==> src/rtl/mem_access.sv <==
// Memory-access pipeline stage: pass-through for ALU ops, req/ack bus
// transaction with timeout for loads and stores, little-endian lane handling.
module mem_access #(
  parameter int TIMEOUT = 16
) (
  input  logic        clk,
  input  logic        rst,
  input  logic [5:0]  stall,
  input  logic [4:0]  mem_wd,
  input  logic        mem_wreg,
  input  logic [31:0] mem_wdata,
  input  logic [7:0]  mem_aluop,
  input  logic [31:0] mem_addr,
  input  logic [31:0] mem_reg2,
  output logic [4:0]  wd_o,
  output logic        wreg_o,
  output logic [31:0] wdata_o,
  output logic        stallreq,
  output logic        misalign_o,
  output logic        bus_err_o,
  output logic        dbus_req,
  output logic        dbus_we,
  output logic [31:0] dbus_addr,
  output logic [3:0]  dbus_sel,
  output logic [31:0] dbus_wdata,
  input  logic [31:0] dbus_rdata,
  input  logic        dbus_ack
);
  localparam logic [7:0] OP_LB  = 8'hE0;
  localparam logic [7:0] OP_LH  = 8'hE1;
  localparam logic [7:0] OP_LW  = 8'hE3;
  localparam logic [7:0] OP_LBU = 8'hE4;
  localparam logic [7:0] OP_LHU = 8'hE5;
  localparam logic [7:0] OP_SB  = 8'hE8;
  localparam logic [7:0] OP_SH  = 8'hE9;
  localparam logic [7:0] OP_SW  = 8'hEB;
  localparam int CW = $clog2(TIMEOUT) + 1;

  typedef enum logic [1:0] {S_IDLE = 2'd0, S_BUSY = 2'd1, S_DONE = 2'd2} state_t;

  state_t        state_q, state_d;
  logic          req_q, req_d;
  logic          we_q, we_d;
  logic [31:0]   addr_q, addr_d;
  logic [3:0]    sel_q, sel_d;
  logic [31:0]   wdata_q, wdata_d;
  logic [CW-1:0] cnt_q, cnt_d;
  logic [31:0]   rdata_q, rdata_d;
  logic          err_q, err_d;
  logic [7:0]    op_q, op_d;
  logic [1:0]    lane_q, lane_d;

  logic          is_load, is_store, is_mem, misaligned;
  logic [3:0]    sel_calc;
  logic [31:0]   wdata_calc;
  logic [31:0]   rd_shift;
  logic [15:0]   rd_half;
  logic [31:0]   load_val;
  logic          unused_stall;

  assign unused_stall = ^{stall[5], stall[3:0]};

  // Decode of the op currently presented by EX/MEM
  always_comb begin
    is_load    = (mem_aluop == OP_LB) || (mem_aluop == OP_LH) || (mem_aluop == OP_LW) ||
                 (mem_aluop == OP_LBU) || (mem_aluop == OP_LHU);
    is_store   = (mem_aluop == OP_SB) || (mem_aluop == OP_SH) || (mem_aluop == OP_SW);
    is_mem     = is_load || is_store;
    misaligned = (((mem_aluop == OP_LH) || (mem_aluop == OP_LHU) || (mem_aluop == OP_SH)) &&
                  mem_addr[0]) ||
                 (((mem_aluop == OP_LW) || (mem_aluop == OP_SW)) && (mem_addr[1:0] != 2'b00));
    sel_calc   = 4'b1111;
    wdata_calc = mem_reg2;
    case (mem_aluop)
      OP_LB, OP_LBU, OP_SB: begin
        sel_calc   = 4'b0001 << mem_addr[1:0];
        wdata_calc = {4{mem_reg2[7:0]}};
      end
      OP_LH, OP_LHU, OP_SH: begin
        sel_calc   = mem_addr[1] ? 4'b1100 : 4'b0011;
        wdata_calc = {2{mem_reg2[15:0]}};
      end
      default: ;
    endcase
  end

  // Lane extraction uses the op/lane latched at request time
  always_comb begin
    rd_shift = rdata_q >> {lane_q, 3'b000};
    rd_half  = lane_q[1] ? rdata_q[31:16] : rdata_q[15:0];
    case (op_q)
      OP_LB:   load_val = {{24{rd_shift[7]}}, rd_shift[7:0]};
      OP_LBU:  load_val = {24'h0, rd_shift[7:0]};
      OP_LH:   load_val = {{16{rd_half[15]}}, rd_half};
      OP_LHU:  load_val = {16'h0, rd_half};
      default: load_val = rdata_q;
    endcase
  end

  always_ff @(posedge clk or negedge rst) begin
    if (!rst) begin
      state_q <= S_IDLE;
      req_q   <= 1'b0;
      we_q    <= 1'b0;
      addr_q  <= 32'h0;
      sel_q   <= 4'h0;
      wdata_q <= 32'h0;
      cnt_q   <= '0;
      rdata_q <= 32'h0;
      err_q   <= 1'b0;
      op_q    <= 8'h0;
      lane_q  <= 2'b00;
    end else begin
      state_q <= state_d;
      req_q   <= req_d;
      we_q    <= we_d;
      addr_q  <= addr_d;
      sel_q   <= sel_d;
      wdata_q <= wdata_d;
      cnt_q   <= cnt_d;
      rdata_q <= rdata_d;
      err_q   <= err_d;
      op_q    <= op_d;
      lane_q  <= lane_d;
    end
  end

  always_comb begin
    state_d = state_q;
    req_d   = req_q;
    we_d    = we_q;
    addr_d  = addr_q;
    sel_d   = sel_q;
    wdata_d = wdata_q;
    cnt_d   = cnt_q;
    rdata_d = rdata_q;
    err_d   = err_q;
    op_d    = op_q;
    lane_d  = lane_q;
    case (state_q)
      S_IDLE: begin
        if (is_mem && !misaligned) begin
          req_d   = 1'b1;
          we_d    = is_store;
          addr_d  = {mem_addr[31:2], 2'b00};
          sel_d   = sel_calc;
          wdata_d = wdata_calc;
          cnt_d   = '0;
          err_d   = 1'b0;
          op_d    = mem_aluop;
          lane_d  = mem_addr[1:0];
          state_d = S_BUSY;
        end
      end
      S_BUSY: begin
        cnt_d = cnt_q + CW'(1);
        // Ack takes priority over a simultaneous timeout
        if (dbus_ack) begin
          rdata_d = dbus_rdata;
          req_d   = 1'b0;
          state_d = S_DONE;
        end else if (cnt_q == CW'(TIMEOUT - 1)) begin
          req_d   = 1'b0;
          err_d   = 1'b1;
          state_d = S_DONE;
        end
      end
      S_DONE: begin
        if (!stall[4]) state_d = S_IDLE;
      end
      default: state_d = S_IDLE;
    endcase
  end

  always_comb begin
    wd_o       = mem_wd;
    wreg_o     = mem_wreg;
    wdata_o    = mem_wdata;
    stallreq   = 1'b0;
    misalign_o = 1'b0;
    bus_err_o  = 1'b0;
    case (state_q)
      S_IDLE: begin
        if (is_mem) begin
          wreg_o = 1'b0;
          if (misaligned) misalign_o = 1'b1;
          else            stallreq   = 1'b1;
        end
      end
      S_BUSY: begin
        stallreq = 1'b1;
        wreg_o   = 1'b0;
      end
      S_DONE: begin
        if (err_q) begin
          wreg_o    = 1'b0;
          bus_err_o = 1'b1;
        end else if (op_q == OP_LB || op_q == OP_LH || op_q == OP_LW ||
                     op_q == OP_LBU || op_q == OP_LHU) begin
          wdata_o = load_val;
        end
      end
      default: ;
    endcase
  end

  assign dbus_req   = req_q;
  assign dbus_we    = we_q;
  assign dbus_addr  = addr_q;
  assign dbus_sel   = sel_q;
  assign dbus_wdata = wdata_q;
endmodule

==> config.mk <==
export PLATFORM = sky130hd
export DESIGN_NAME = mem_access
export DESIGN_NICKNAME = d
export VERILOG_FILES = /design/src/rtl/mem_access.sv
export SDC_FILE = /design/constraint.sdc
export NUM_CORES = 1
export LEC_CHECK = 0
export BUFFER_PORTS_ARGS = -buffer_cell sky130_fd_sc_hd__buf_4
export CAP_MARGIN = 10
export CORE_UTILIZATION = 52
export DETAILED_ROUTE_END_ITERATION = 7
export PLACE_DENSITY = 0.86
export SETUP_SLACK_MARGIN = 0.5
export SLEW_MARGIN = 5
export SYNTH_ARGS = -nofsm -noshare
export SYNTH_HDL_FRONTEND = slang
export SYNTH_SLANG_ARGS = --single-unit
==> constraint.sdc <==
create_clock -name clk -period 5 [get_ports clk]
set_input_delay 0.25 -clock clk [delete_from_list [all_inputs] [get_ports clk]]
set_output_delay 0.25 -clock clk [all_outputs]
set_load 0.005 [all_outputs]
Yosys cells after proc, flatten, opt, wreduce, memory -nomap -nowiden
Index checks and enable logic that the tools add are counted.

storage, ports and cells
  output and inout bits = 111
  bits in registers = 118

operators by class
  equal/unequal tests = 21
  add/sub/neg operators = 1
  reductions and logical operators = 30
  shift operators = 2
  muxes and demuxes = 34

operators by type and width
  cell                   count
  $pmux W32 S4           1
  $eq A8 B8 Y1 const B   13
  $mux W32               3
  $pmux W32 S2           1
  $shr A32 B5 Y8         1
  $mux W16               1
  $logic_or A1 B1 Y1     15
  $mux W1                15
  $pmux W5 S2            1
  $mux W2                4
  $ne A2 B2 Y1 const B   4
  $pmux W4 S2            1
  $pmux W1 S2            3
  $pmux W2 S3            1
  $reduce_and A2 Y1      3
  $reduce_and A3 Y1      2
  $reduce_or A3 Y1       2
  $add A5 B1 Y5 const B  1
  $eq A5 B4 Y1 const B   1
  $mux W5                1
  $mux W4                1
  $reduce_and A4 Y1      1
  $reduce_bool A2 Y1     2
  $shl A1 B2 Y4 const A  1
  7 further kinds        9

Logic depth before layout (Yosys ltp)
Gate-level depths: netlist of run 1.

  depth in word-level cells = 9
  depth in mapped cells = 7
  depth with buffers taken out = 5

Worst setup path after synthesis of run 1
OpenSTA, ideal clock, no wires.

  path type = reg-to-output
  start point = register op_q[1]
  end point = output wdata_o[5]
  stages on the path, launching flop included = 7
  setup slack = 3071 ps
  arrival = 1679 ps
  path buffers = 2
  required time = 4750 ps
  cell sequence = dfrtp_1 or2_1 clkbuf_1 nor2_1 buf_2 a21oi_1 o31ai_1

between the ends
  longest elaborated chain between the ends = 8

ends and longest elaborated chain
  element                           line     RTL
  from (decl)                       50       logic [7:0] op_q, op_d;
  from (signal assigned)            123      op_q <= op_d;
  $eq A8 B8 Y1                      91, 198
  $logic_or A1 B1 Y1 (3 in series)  198      end else if (op_q == OP_LB || op_q == OP_LH || op_q == OP_LW ||
  $logic_or A1 B1 Y1                199      op_q == OP_LBU || op_q == OP_LHU) begin
  $mux W32 (*)                      198
  $mux W32 (*)                      195      if (err_q) begin
  $mux W32 (*)                      182      case (state_q)
  to (decl)                         17       output logic [31:0] wdata_o,

Mark *: on every way between the ends. The rest lies on a longest branch, timed or not.

Worst setup path in the final report of run 1
  start point = register op_q[4]
  end point = output wdata_o[1]

Same word-level chain as after synthesis.

==> results of run 1 <==
## final cells by class
cell class / instances / area [um2] / share of cell area
Tap cell: 143 / 179 / 0.0206
Timing Repair Buffer: 250 / 1880 / 0.216
Clock inverter: 10 / 80.1 / 0.00923
Multi-Input combinational cell: 378 / 3080 / 0.355
Inverter: 9 / 33.8 / 0.00390
Sequential cell: 118 / 2950 / 0.340
Clock buffer: 21 / 470 / 0.0542
## critical path: stages (launching register included)
cell and delay [ps]:
dfrtp_1 370, nand4b_1 460, nor2_1 1060, a21oi_1 240, o31ai_1 500, buf_4 200
## metrics by stage
step                      setup slack, ps  std cells  hold WS, ps   util  cell area (um2)
after floorplan                      3070        550        -45.6      -             6300
after global placement               1920        897          437  0.699             8110
after detailed placement             1840        898          453  0.699             8120
after CTS                            1580        929         14.7  0.747             8670
after global routing                 1400        929         43.8  0.747             8670
final                                1510        929        -23.4  0.747             8670
## placed cells by master (no fill, tap or decap), types with 3 or more instances in the layout
cell type and instances:
a21o_1 9, nor2_1 15, o21bai_1 7, mux2_2 101, clkbuf_8 3, mux2i_1 22, clkbuf_16 17, a22oi_1 16
o31ai_1 7, o211ai_1 3, mux2_1 25, nor2b_1 6, nand3_1 10, buf_4 250, inv_1 8, a21oi_1 15
o32a_1 7, o21ai_0 42, o21ai_1 3, nand2_1 35, nand2b_1 11, and3b_1 7, clkinv_2 7, dfrtp_1 118
or2_2 6
## final timing paths
kind                       cells past startpoint  slack (ps)           from             end
max                                            5        1510        op_q[4]      wdata_o[1]
min                                            1         -20            rst   dbus_addr[24]
max reg2reg                                    5        2130     state_q[0]  dbus_wdata[18]
min reg2reg                                    1         490  dbus_addr[25]   dbus_addr[25]
max in group asynchronous                      2        3860            rst     rdata_q[24]
min in group clk                               2          50   mem_addr[27]   dbus_addr[27]
## cells by family after synthesis
family | Yosys count | share of synthesized area
multiplexers | 149 | 0.264
AO/OA/AOI/OAI | 120 | 0.128
flip-flops | 118 | 0.469
AND/OR/NAND/NOR | 105 | 0.0886
other | 1 | 0.000595
adder cells (fa/ha/maj) | 2 | 0.00397
buffers and inverters | 54 | 0.0461
## metal layers
metal / track usage / wire (um) / share of wire
met5: 0 / 0 / 0
met1: 0.333 / 6590 / 0.37
met2: 0.501 / 8910 / 0.50
met3: 0.0907 / 1700 / 0.096
met4: 0.126 / 453 / 0.026
## power breakdown
part / total, uW / internal (uW) / leakage, uW / switching [uW]
logic: 1130 / 666 / 0.00249 / 469
registers: 1500 / 1240 / 0.00146 / 254
clock network: 1130 / 711 / 0.000274 / 416
## registers in the layout (all words and copies together), names as in the netlist, 2 cells and up
| register | flops |
|---|---|
| op_q | 8 |
| state_q | 2 |
| dbus_sel | 4 |
| cnt_q | 5 |
| dbus_wdata | 32 |
| dbus_addr | 30 |
| rdata_q | 32 |
| lane_q | 2 |
==> impl_metrics.yaml, run 1 <==
run_status:
  status: "finished, violations left"
  violations: "DRC, hold timing"
yosys:
  syn_area_mm2: 0.00630
  netlist_instances: 549
  yosysSeqAreaShare: 0.469
  yosysTopAreaCell: "dfrtp_1"
  ys_top_cells_by_area: "dfrtp_1 (47%), mux2_2 (18%), mux2_1 (4.5%)"
  ys_warn_count: 0
  synth_top_cells_by_count: "dfrtp_1 (118), mux2_2 (101), o21ai_0 (42)"
  synth_edf_count: 0
  yosysTopAreaCellShare: 0.469
  ys_seq_elements: 118
  ys_types: 49
  synthMostInstantiatedCell: "dfrtp_1"
  postSynth.asyncResetShare: 1.00
  avgSynthCellArea_um2: 11.5
  synthFlopType: "dfrtp_1"
timing:
  setup_violations: 0
  slew_viol_final: 0
  fmax_mhz: 287
  worstMarginPinSlew_ps: 1190
  fin_tns_setup_ps: 0
  layout_min_cycle_time_ps: 3490
  whs_ps: -23.4
  rsz0062_at_grt: "false"
  fin_skew_ps: 9.44
  hold_violations: 30
  maxSlewHeadroom: 0.200
  finalCritPeriodShare: 0.697
route:
  drc_errors: 19
  drt_first_pass_iters: 8
  drtAntennaViolNets: 0
  vias_per_cell: 5.73
  drt_wl_total_mm: 17.7
  drtIter0Drc: 291
  vias: 5323
  post_drt_wl_per_cell_um: 19.0
worst_setup_path:
  cp_max_fo: 16
  critPathArrivalTime_ps: 3240
  critPathCaptureType: "primary output"
  critPathKind: "reg2out"
  cp.required_ps: 4750
  start_kind: "register"
cells_and_area:
  nets: 927
  fillers: 786
  syn_to_final_growth_pct: 37.6
  drive_above_1_share: 0.501
  diodes: 0
cts:
  cts_hold_buffers: 0
  clockBufferDepth: 2
  post_cts_buffers: 0
  clkTransAtPathRegs_ps: 50
  clk_latency_ps: 410
  cts_buffers: 17
  cts_tree: "built"
  clkSinkCount: 118
  cts_htree_levels: 4
  root_buffer: "clkbuf_16"
  cts_resized: 0
global_routing:
  antenna_found_initial: 0
  grt_pass1_vias: 5546
  grt_overflow: 0
  grt_max_degree: 77
  grtUsageTotal: 0.290
  grt_pass1_wl_mm: 28.1
die:
  rows: 39
  ios: 262
  die_h_um: 112
  die-area_mm2: 0.0126
  start_util: 0.543
  die_width_um: 112
  core-area_mm2: 0.0116
power_and_ir_drop:
  ir_drop_v: 0.000308
  powerDensity_mw_per_mm2: 434
  p_total_uw: 3760
  power.leakage_uw: 0.00422
job:
  drv_cap: 0
hold_path:
  min_path_type: "in2async"
placed_design:
  io_buffer_count: 244
  place_congestion: 0.822
  dp_hpwl_mm: 12.9
Note: power is estimated with default switching activity, not from simulation.
==> run 2: changes to the inputs <==
- CORE_UTILIZATION: 52 -> 44
- PLACE_DENSITY: 0.86 -> 0.77
- clock period: 5 -> 3.1 ns (I/O delays scaled with it)
==> impl_metrics.yaml, run 2 (synthesis results as in run 1) <==
run_status:
  status: "finished clean"
timing:
  maxSlewHeadroom: 0.397
  slew_viol_final: 0
  fin_skew_ps: 5.60
  setup_violations: 0
  rsz0062_at_grt: "false"
  finalCritPeriodShare: 0.801
  whs_ps: 26.8
  fin_tns_setup_ps: 0
  hold_violations: 0
  setup_slack_ps: 616
  fmax_mhz: 403
  worstMarginPinSlew_ps: 904
  layout_min_cycle_time_ps: 2480
global_routing:
  grtUsageTotal: 0.258
  grt_pass1_wl_mm: 29.3
  grt_overflow: 0
  grt_pass1_vias: 5755
  grt_max_degree: 72
  antenna_found_initial: 1
placed_design:
  dp_hpwl_mm: 12.7
  place_congestion: 0.841
  io_buffer_count: 244
  place_area_mm2: 0.00823
  dp_slack_ps: 677
die:
  ios: 262
  die-area_mm2: 0.0148
  start_util: 0.452
  die_width_um: 122
  die_h_um: 122
  rows: 43
  core-area_mm2: 0.0139
cts:
  clkSinkCount: 118
  cts_buffers: 17
  clkTransAtPathRegs_ps: 50
  clk_latency_ps: 410
  cts_htree_levels: 4
  clockBufferDepth: 2
  cts_tree: "built"
  root_buffer: "clkbuf_16"
worst_setup_path:
  cp.required_ps: 2940
  critPathTopFamily: "simple AND/OR/NAND/NOR gates"
  cp_max_fo: 10
  cp_num_buf_inv: 2
  startpoint: "op_q[1]"
  r2r_cells: 5
  reg2reg_from: "state_q[0]"
  critPathCaptureType: "primary output"
  critPathKind: "reg2out"
  critPathArrivalTime_ps: 2330
  max_stage_delay_ps: 410
  start_kind: "register"
  timing.critical_path.mode_cell: "buf_4"
  regToRegSetupSlack_ps: 1070
  crit_end: "wdata_o[2]"
  reg2reg_to: "dbus_sel[1]"
  crit_cells: 6
  cp_cell_sequence: "or2_1, nor2_2, buf_4, a21oi_1, o31ai_1, buf_4"
  crit_slowest_cell: "dfrtp_1"
power_and_ir_drop:
  powerDensity_mw_per_mm2: 652
  power.leakage_uw: 0.00455
  ir_drop_v: 0.000464
cells_and_area:
  nets: 1004
  fillers: 969
  final_core_util: 0.684
  syn_to_final_growth_pct: 51.2
  drive_above_1_share: 0.472
  final_common_cell: "buf_4"
  layout_common_cells: "buf_4 (256), dfrtp_1 (117), mux2_2 (101), dlygate4sd3_1 (69), o21ai_0 (42)"
  fin_area_mm2: 0.00953
route:
  vias_per_cell: 5.39
  drtAntennaViolNets: 0
  post_drt_wl_per_cell_um: 18.2
  drtIter0Drc: 234
  vias: 5637
  drt_wl_total_mm: 19.0
  drc_errors: 0
  drt_first_pass_iters: 4
job:
  drv_cap: 0
hold_path:
  min_path_type: "in2reg"
## run 2: report_power, final
part | total, uW | switching, uW | internal (uW)
clock | 1870 | 711 | 1160
sequential | 2370 | 366 | 2010
combinational | 1970 | 812 | 1150
total | 6210 | 1890 | 4320
## run 2: worst min path at each step
stage / start / to / slack (ps) / depth (start not counted)
after global routing: mem_reg2[3] / dbus_wdata[3] / 10 / 2
after floorplan: rst / cnt_q[0] / -140 / 0
final: mem_reg2[3] / dbus_wdata[3] / 30 / 2
after CTS: mem_reg2[5] / dbus_wdata[5] / 10 / 2
after global placement: mem_wd[2] / wd_o[2] / 310 / 0
after detailed placement: mem_wd[2] / wd_o[2] / 310 / 0
## run 2: metal layers
metal | vias up | track usage | routed length (um)
met3 | 36 | 0.0716 | 1430
met4 | 0 | 0.112 | 411
met5 | - | 0 | 0
met1 | 2753 | 0.302 | 7590
li1 | 2596 | - | -
met2 | 252 | 0.442 | 9610
## run 2: through the flow
stage,total power [uW],cells
final,6210,1046
after floorplan,3330,550
after CTS,6210,1044
after global routing,6530,1045
after global placement,4150,942
after detailed placement,4230,942
## run 2: area by class of cell
cell class / count / area [um2] / share of cell area
Multi-Input combinational cell: 378 / 3100 / 0.325
Timing Repair Buffer: 327 / 2640 / 0.277
Clock buffer: 20 / 467 / 0.0490
Antenna cell: 2 / 5.00 / 0.000525
Tap cell: 180 / 225 / 0.0236
Sequential cell: 118 / 2950 / 0.310
Inverter: 9 / 33.8 / 0.00355
Clock inverter: 12 / 104 / 0.0109
## run 2: timing repair
item,CTS,global route
setup buffers,1,0
cloned,0,0
endpoints found under the setup margin,21,21
gates resized for setup,3,3
hold buffers,69,0
pin swaps,1,0
hold endpoints to repair,136,0
